File: src/rtl/mem_access_arbiter.sv
// Sequenced arbiter sharing the single MMU/SRAM port between instruction fetch and MEM-stage data.
// Each access holds the MMU command for WAIT_CYCLES cycles, then acks the owner for one cycle.
module mem_access_arbiter #(
    parameter int unsigned WAIT_CYCLES = 2,
    parameter int unsigned ADDR_W      = 32
) (
    input  logic              clk,
    input  logic              rst,
    input  logic              if_req,
    input  logic [ADDR_W-1:0] if_addr,
    output logic [31:0]       if_rdata,
    output logic              if_ack,
    output logic              if_stall,
    input  logic              mem_req,
    input  logic              mem_we,
    input  logic              mem_byte,
    input  logic [ADDR_W-1:0] mem_addr,
    input  logic [31:0]       mem_wdata,
    output logic [31:0]       mem_rdata,
    output logic              mem_ack,
    output logic              mem_stall,
    output logic              mmu_read,
    output logic              mmu_write,
    output logic              mmu_bytemode,
    output logic [ADDR_W-1:0] mmu_addr,
    output logic [31:0]       mmu_wdata,
    input  logic [31:0]       mmu_rdata,
    output logic              busy
);

    typedef enum logic [1:0] {StIdle, StAccess, StResp} state_e;

    localparam logic [2:0] CntLoad = 3'(WAIT_CYCLES - 1);

    state_e            state_q, state_d;
    logic              owner_q, owner_d;        // 1 = MEM, 0 = IF
    logic              last_mem_q, last_mem_d;  // previous completed owner was MEM
    logic [ADDR_W-1:0] addr_q, addr_d;
    logic              we_q, we_d;
    logic              byte_mode_q, byte_mode_d;
    logic [31:0]       wdata_q, wdata_d;
    logic [31:0]       if_rdata_q, if_rdata_d;
    logic [31:0]       mem_rdata_q, mem_rdata_d;
    logic [2:0]        cnt_q, cnt_d;
    logic              grant_mem;

    // MEM has priority unless it was served last and IF is waiting.
    assign grant_mem = mem_req & ~(last_mem_q & if_req);

    always_comb begin
        state_d     = state_q;
        owner_d     = owner_q;
        last_mem_d  = last_mem_q;
        addr_d      = addr_q;
        we_d        = we_q;
        byte_mode_d = byte_mode_q;
        wdata_d     = wdata_q;
        if_rdata_d  = if_rdata_q;
        mem_rdata_d = mem_rdata_q;
        cnt_d       = cnt_q;
        unique case (state_q)
            StIdle: begin
                if (mem_req || if_req) begin
                    owner_d     = grant_mem;
                    addr_d      = grant_mem ? mem_addr : if_addr;
                    we_d        = grant_mem & mem_we;
                    byte_mode_d = grant_mem & mem_byte;
                    wdata_d     = grant_mem ? mem_wdata : wdata_q;
                    cnt_d       = CntLoad;
                    state_d     = StAccess;
                end
            end
            StAccess: begin
                if (cnt_q == 3'd0) begin
                    if (!we_q) begin
                        if (owner_q) mem_rdata_d = mmu_rdata;
                        else         if_rdata_d  = mmu_rdata;
                    end
                    last_mem_d = owner_q;
                    state_d    = StResp;
                end else begin
                    cnt_d = cnt_q - 3'd1;
                end
            end
            StResp:  state_d = StIdle;
            default: state_d = StIdle;
        endcase
    end

    always_ff @(posedge clk or posedge rst) begin
        if (rst) begin
            state_q     <= StIdle;
            owner_q     <= 1'b0;
            last_mem_q  <= 1'b0;
            addr_q      <= '0;
            we_q        <= 1'b0;
            byte_mode_q <= 1'b0;
            wdata_q     <= '0;
            if_rdata_q  <= '0;
            mem_rdata_q <= '0;
            cnt_q       <= '0;
        end else begin
            state_q     <= state_d;
            owner_q     <= owner_d;
            last_mem_q  <= last_mem_d;
            addr_q      <= addr_d;
            we_q        <= we_d;
            byte_mode_q <= byte_mode_d;
            wdata_q     <= wdata_d;
            if_rdata_q  <= if_rdata_d;
            mem_rdata_q <= mem_rdata_d;
            cnt_q       <= cnt_d;
        end
    end

    // Strobes follow the state; address and write data stay at their last latched value.
    assign mmu_read     = (state_q == StAccess) & ~we_q;
    assign mmu_write    = (state_q == StAccess) & we_q;
    assign mmu_bytemode = (state_q == StAccess) & byte_mode_q;
    assign mmu_addr     = addr_q;
    assign mmu_wdata    = wdata_q;

    assign if_ack    = (state_q == StResp) & ~owner_q;
    assign mem_ack   = (state_q == StResp) & owner_q;
    assign if_stall  = if_req & ~if_ack;
    assign mem_stall = mem_req & ~mem_ack;
    assign if_rdata  = if_rdata_q;
    assign mem_rdata = mem_rdata_q;
    assign busy      = (state_q != StIdle);

endmodule

File: config.mk
export PLATFORM = sky130hd
export DESIGN_NAME = mem_access_arbiter
export DESIGN_NICKNAME = d
export VERILOG_FILES = /design/src/rtl/mem_access_arbiter.sv
export SDC_FILE = /design/constraint.sdc
export NUM_CORES = 1
export LEC_CHECK = 0
export ABC_AREA = 1
export BUFFER_PORTS_ARGS = -buffer_cell sky130_fd_sc_hd__buf_2
export CORE_ASPECT_RATIO = 0.7
export CORE_MARGIN = 1
export CORE_UTILIZATION = 25
export DETAILED_ROUTE_END_ITERATION = 6
export PLACE_DENSITY = 0.49
export SETUP_SLACK_MARGIN = 0.2
export SLEW_MARGIN = 20
export SYNTH_ARGS = -nofsm -noshare
export SYNTH_HDL_FRONTEND = slang
export SYNTH_SLANG_ARGS = --single-unit
File: constraint.sdc
create_clock -name clk -period 5.13 [get_ports clk]
set_clock_uncertainty 0.05 [all_clocks]
set_input_delay 0.7695 -clock clk [delete_from_list [all_inputs] [get_ports clk]]
set_output_delay 0.7695 -clock clk [all_outputs]
set_load 0.01 [all_outputs]
### Word-level counts from Yosys, hierarchy flattened

Index checks and enable logic that the tools add are counted.

* add/sub/neg operators: 1
* equality and inequality tests: 5
* muxes and demuxes: 7
* bitwise logic cells: 16
* reductions and logical operators: 12

Operators by type and width (count)
* $mux 32: 1
* $and 1x1->1: 11
* $reduce_and 4->1: 2
* $mux 3: 2
* $ne 2x2->1 const B: 3
* $pmux 3 s2: 1
* $reduce_and 2->1: 3
* $reduce_and 3->1: 2
* $not 1->1: 5
* $mux 2: 2
* $pmux 2 s2: 1
* $reduce_bool 2->1: 2
* $logic_not 3->1: 1
* $sub 3x1->3 const B: 1
* $eq 2x1->1 const B: 1
* $eq 2x2->1 const B: 1
* $logic_not 2->1: 1
* $logic_or 1x1->1: 1

* flip-flop bits (word level): 137

### Longest topological paths before layout

Gate-level depths: netlist of run 1.

* depth in word-level cells: 4
* mapped depth: 8
* mapped depth without buffers: 7

### Worst setup path before layout of run 1

Ideal clock, no wire load.

* path type: input port to output port
* start: input mem_req
* end: output mem_stall
* arrival time: 1.394 ns
* required time: 4.311 ns
* slack: 2.917 ns
* stages on the path: 4
* buffers on the path: 2
* path through: buf_4 -> clkbuf_1 -> o21ai_0 -> inv_1

* longest elaborated chain between the ends: 1

Ends and longest elaborated chain
* start: declaration: RTL line 14 `input logic mem_req,`
* $and 1x1->1: RTL line 126 `assign mem_stall = mem_req & ~mem_ack;`
* end: declaration: RTL line 21 `output logic mem_stall,`

Every way passes these cells.

### Final worst setup path of run 1

* start: input if_req
* end: register wdata_q[26] (netlist: mmu_wdata[26])

* longest elaborated chain between the ends: 4
* elaborated cells between the ends (all ways): 5
* those cells by class: 3 x bitwise; 2 x reduce/logical

Ends and longest elaborated chain
* start: declaration: RTL line 9 `input logic if_req,`
* $and 1x1->1: RTL line 48 `assign grant_mem = mem_req & ~(last_mem_q & if_req);`
* $not 1->1: RTL line 48
* $and 1x1->1: RTL line 48
* $reduce_and 3->1 (no source line) *
* end signal: assignment: RTL line 109 `wdata_q <= wdata_d;`
* end: declaration: RTL line 41 `logic [31:0] wdata_q, wdata_d;`

Every way passes the cells marked *; elsewhere a longest branch is shown, timed or not.
A chain may end at the register's enable or synchronous reset.

==> results of run 1 <==
## cell type report
type,instances,share of cell area [%]
inverters,79,3.70
clock buffers,23,5.74
multi-input cells,501,25.7
diodes,2,0.0614
clock inverters,8,0.891
flip-flops and latches,137,42.1
repair buffers,274,17.0
well taps,318,4.88
## worst max path at each step
stage	start	end	slack (ns)	cells past startpoint
after detailed placement	if_req	mmu_wdata[26]	1.96	6
after CTS	if_req	mmu_wdata[26]	2.43	6
after global routing	if_req	mmu_wdata[24]	2.11	6
after floorplan	rst	byte_mode_q	0.64	1
after global placement	if_req	mmu_wdata[18]	2.04	6
final	if_req	mmu_wdata[26]	2.46	6
## Yosys cell counts
cell      count
nand2_1     368
dfrtp_1     137
nand3_1     102
inv_1        75
buf_2        21
buf_4        10
nor2_1       10
nand2_2       7
clkbuf_1      6
o21ai_0       6
inv_2         4
nor2_4        4
ha_1          2
nor2_2        1
xor2_1        1
## per-layer routing
layer / vias to the layer above / wire length, um / GRT usage, %
li1: 2800 / - / -
met1: 2623 / 8890 / 21.0
met2: 178 / 8110 / 23.8
met3: 14 / 1400 / 6.33
met4: 2 / 206 / 4.74
met5: - / 13 / 0
## metrics by stage
stage	util (%)	power [mW]	cell area (um^2)	cells	worst slack, ns
2_1_floorplan	-	3.18	6020	754	0.643
3_3_place_gp	32.2	4.07	7600	1309	2.04
3_5_place_dp	32.2	4.09	7600	1309	1.96
4_1_cts	34.4	5.28	8140	1340	2.43
5_1_grt	34.5	5.63	8150	1341	2.11
6_report	34.5	5.17	8150	1342	2.46
## sequential cells by signal, summed over array words and instances (netlist names)
| signal | cells |
|---|---|
| mmu_addr | 32 |
| cnt_q | 3 |
| owner_q | 1 |
| we_q | 1 |
| if_rdata | 32 |
| mmu_wdata | 32 |
| byte_mode_q | 1 |
| state_q | 2 |
| last_mem_q | 1 |
| mem_rdata | 32 |
## kinds of logic (layout without fill, tap and decap cells)
kind of cell	after synthesis	after routing
compound gates	6	6
fa+ha+maj	2	2
buf+inv	116	384
flops	137	137
simple gates	492	492
xor+xnor	1	1
other cells	0	2
## worst max-delay path, cell delays in order
cell and delay, ns:
buf_2 0.12, nand2_2 0.47, nand2_2 0.56, nor2_4 0.78, nand2_1 0.14, nand2_1 0.09
## where the power goes
part | leakage (nW) | switching (mW) | total [mW] | internal (mW)
logic | 2.88 | 1.35 | 2.10 | 0.759
registers | 1.67 | 0.298 | 1.93 | 1.63
clock network | 0.259 | 0.457 | 1.14 | 0.685
total | 4.81 | 2.10 | 5.17 | 3.07
==> flow_summary.yaml, run 1 <==
clocking:
  cts_root_buf: "clkbuf_16"
  clk_pin_slew_ns: 0.06
  h-tree-depth: 4
  holdBufCountCts: 0
  cts_buffer_depth: 2
  cts_resized: 0
  cts_made_buffers: 17
  cts_setup_buffers: 0
  cts_tree: "built"
  clk_latency_ns: 0.42
  numClockSinks: 137
detailed_routing:
  drt-vias-per-instance: 4.19
  wire_per_inst_um: 13.9
  route.vias.total: 5617
  drc_errors: 0
  drt-total-wl_mm: 18.6
  ant_nets: 0
  drt-initial-drc-count: 361
  drt_pass1_iterations: 5
timing:
  rsz0062_at_grt: "no"
  maxSlewViolCount: 0
  max_freq_ghz: 0.375
  setup_violations: 0
  relSlewSlack_pct: 38.5
  finalHoldViolations: 0
  tightest_slew_ns: 0.920
  fin_crit_sh_pct: 52.0
  fin_crit_ns: 2.67
  whs_ns: 0.319
  tns_ns: 0
synthesis:
  ys_types: 15
  synthXorXnorAreaFrac_pct: 0.146
  synth.area.top_cells: "dfrtp_1, nand2_1, nand3_1"
  synthAdderAreaFrac_pct: 0.416
  yosys.area.top_type: "dfrtp_1"
  synth_top_family_by_area: "simple AND/OR/NAND/NOR gates"
  synth_top_area_share_pct: 57.0
  synth-simple-area-share_pct: 33.7
  ys_warn_count: 0
  ys_seq_area_share_pct: 57.0
  synth_compound_area_share_pct: 0.499
  synth_fp_nets: 890
  synthMuxAreaShare_pct: 0
  ys_seq_elements: 137
  syn_area_mm2: 0.00602
  syn_inst: 754
  syn_area_per_cell_um2: 7.98
finish:
  mostFrequentLayoutCell: "nand2_1"
  seqCellArea_mm2: 0.00343
  nFillCells: 2578
  multi_input_area_mm2: 0.00209
  mostFrequentLayoutCells: "nand2_1, buf_2, dfrtp_1"
  layout-drive-gt1-share_pct: 31.2
  layout.nets: 1146
  syn2layout_area_growth_pct: 35.4
worst_setup_path:
  r2r_cells: 5
  cp_data_arrival_time_ns: 2.98
  rrSetupSlack_ns: 2.52
  start_kind: "input port"
  crit-reg2reg-launch: "last_mem_q"
  end_kind: "register"
  crit_required_ns: 5.44
  crit_type: "input port to register"
  cp_max_fo: 34
  worstReg2RegEnd: "mmu_wdata[26]"
power_and_ir_drop:
  peakVddDrop_mv: 0.263
  p_per_area_mw_per_mm2: 635
  power.leakage_nw: 4.81
global_routing:
  grt_usage_pct: 15.9
  grt_pass1_vias: 5764
  grt_max_degree: 49
  grt_overflow: 0
  antenna_found_initial: 3
  grt_first_pass_wirelength_mm: 30.5
status:
  outcome: "finished, final reports clean"
place:
  gp_congestion: 0.789
  dp_hpwl_mm: 13.0
  port_buffers: 269
floorplan:
  die-area_mm2: 0.0247
  chipWidth_um: 187
  pin_count: 270
  die_h_um: 132
  initial_core_util_pct: 25.4
  num_rows: 47
  coreArea_mm2: 0.0236
min_path:
  hold_path.class: "input port to async pin"
flow_run:
  cap_violations: 0
Power figures use the tool's default switching activity.
==> run 2: changes to the inputs <==
- PLACE_DENSITY: 0.49 -> 0.51
- clock period: 5.13 -> 2.19 ns (I/O delays scaled with it)
==> flow_summary.yaml, run 2 (synthesis gave the netlist of run 1 again) <==
worst_setup_path:
  cp_top_family: "flip-flops"
  crit_buf_inv: 3
  crit_chain: "inv_2 -> nand2_1 -> o21ai_0 -> inv_1 -> buf_2"
  crit_required_ns: 1.81
  cp_data_arrival_time_ns: 1.38
  crit_type: "register to primary output"
  end_kind: "primary output"
  slowest_delay_ns: 0.41
  cp_max_fo: 4
  start_kind: "register"
  crit_slowest_cell: "dfrtp_1"
detailed_routing:
  drt-initial-drc-count: 186
  ant_nets: 0
  drt-vias-per-instance: 4.11
  route.vias.total: 5575
  drc_errors: 0
  wire_per_inst_um: 13.5
  drt-total-wl_mm: 18.3
  drt_pass1_iterations: 4
floorplan:
  die_h_um: 132
  pin_count: 270
  num_rows: 47
  chipWidth_um: 187
  die-area_mm2: 0.0247
  coreArea_mm2: 0.0236
  initial_core_util_pct: 25.4
global_routing:
  grt_first_pass_wirelength_mm: 29.6
  grt_overflow: 0
  grt_max_degree: 37
  grt_usage_pct: 15.4
  antenna_found_initial: 0
  grt_pass1_vias: 5589
status:
  outcome: "finished, final reports clean"
clocking:
  cts_tree: "built"
  cts_root_buf: "clkbuf_16"
  h-tree-depth: 4
  cts_resized: 0
  clk_pin_slew_ns: 0.06
  cts_made_buffers: 17
  clk_latency_ns: 0.42
  cts_buffer_depth: 2
  cts_setup_buffers: 0
  numClockSinks: 137
timing:
  max_freq_ghz: 0.569
  rsz0062_at_grt: "no"
  relSlewSlack_pct: 62.9
  tns_ns: 0
  maxSlewViolCount: 0
  fin_crit_ns: 1.76
  tightest_slew_ns: 0.555
  fin_crit_sh_pct: 80.3
  setup_violations: 0
  finalHoldViolations: 0
finish:
  syn2layout_area_growth_pct: 39.4
  layout.nets: 1160
  mostFrequentLayoutCell: "nand2_1"
  n_antenna_cell: 0
  final_area_mm2: 0.00838
  layout-drive-gt1-share_pct: 32.4
  finalNonFillerCells: 1355
  mostFrequentLayoutCells: "nand2_1, buf_2, dfrtp_1"
power_and_ir_drop:
  p_per_area_mw_per_mm2: 1510
  peakVddDrop_mv: 0.788
  power_mw: 12.6
  power.leakage_nw: 4.91
place:
  port_buffers: 269
  dpl_cell_area_mm2: 0.00775
  gp_congestion: 0.779
  numPlacedInstances: 1322
  dp_hpwl_mm: 12.8
min_path:
  hold_path.class: "input port to register"
flow_run:
  cap_violations: 0
-- run 2: cell type report --
type                       count  area (um^2)
clock buffer                  18          429
inverter                      79          300
sequential                   137         3430
fill                        2554        15300
tap                          318          398
clock inverter                14          196
multi-input combinational    501         2090
timing repair buffer         288         1540
-- run 2: worst paths after layout --
check                           slack (ns)  cells after the start             to     startpoint
worst max-delay path                  0.43                      5      mem_stall     state_q[0]
worst min-delay path                  0.05                      3  mmu_wdata[17]  mem_wdata[17]
worst max register to register        0.61                      8  mem_rdata[30]       cnt_q[0]
worst min register to register        0.42                      2  mem_rdata[31]  mem_rdata[31]
max in group asynchronous             0.93                      4   mem_rdata[1]            rst
min in group asynchronous             0.47                      3  mmu_wdata[16]            rst
-- run 2: what timing repair did --
action                                  4_1_cts  5_1_grt
hold buffers                                  1        0
hold endpoints to repair                     15        0
endpoints found under the setup margin        0        0
-- run 2: tightest hold or removal path, cell delays in order --
cell and delay [ns]:
buf_2 0.07, nand2_1 0.04, nand2_1 0.04
-- run 2: power by group --
group / internal [mW] / total [mW] / switching [mW] / leakage (nW)
registers: 3.81 / 4.51 / 0.699 / 1.67
clock network: 1.91 / 3.09 / 1.17 / 0.286
logic: 1.87 / 5.03 / 3.17 / 2.96
-- run 2: per-stage QoR --
step | util (%) | setup WS [ns] | hold slack [ns]
detailed placement | 32.8 | 0.606 | 0.357
global route | 35.5 | 0.305 | 0.0336
finish | 35.5 | 0.431 | 0.0498
global placement | 32.8 | 0.641 | 0.371
floorplan | - | 0.104 | 0.388
CTS | 35.5 | 0.392 | 0.0242
-- run 2: per-layer routing --
| metal | global-route usage, % | part of all wire (%) | wire [um] |
|---|---|---|---|
| met1 | 20.5 | 48 | 8780 |
| met2 | 23.3 | 43 | 7840 |
| met3 | 5.35 | 7.7 | 1420 |
| met4 | 5.15 | 1.6 | 295 |
| met5 | 0 | 0 | 0 |
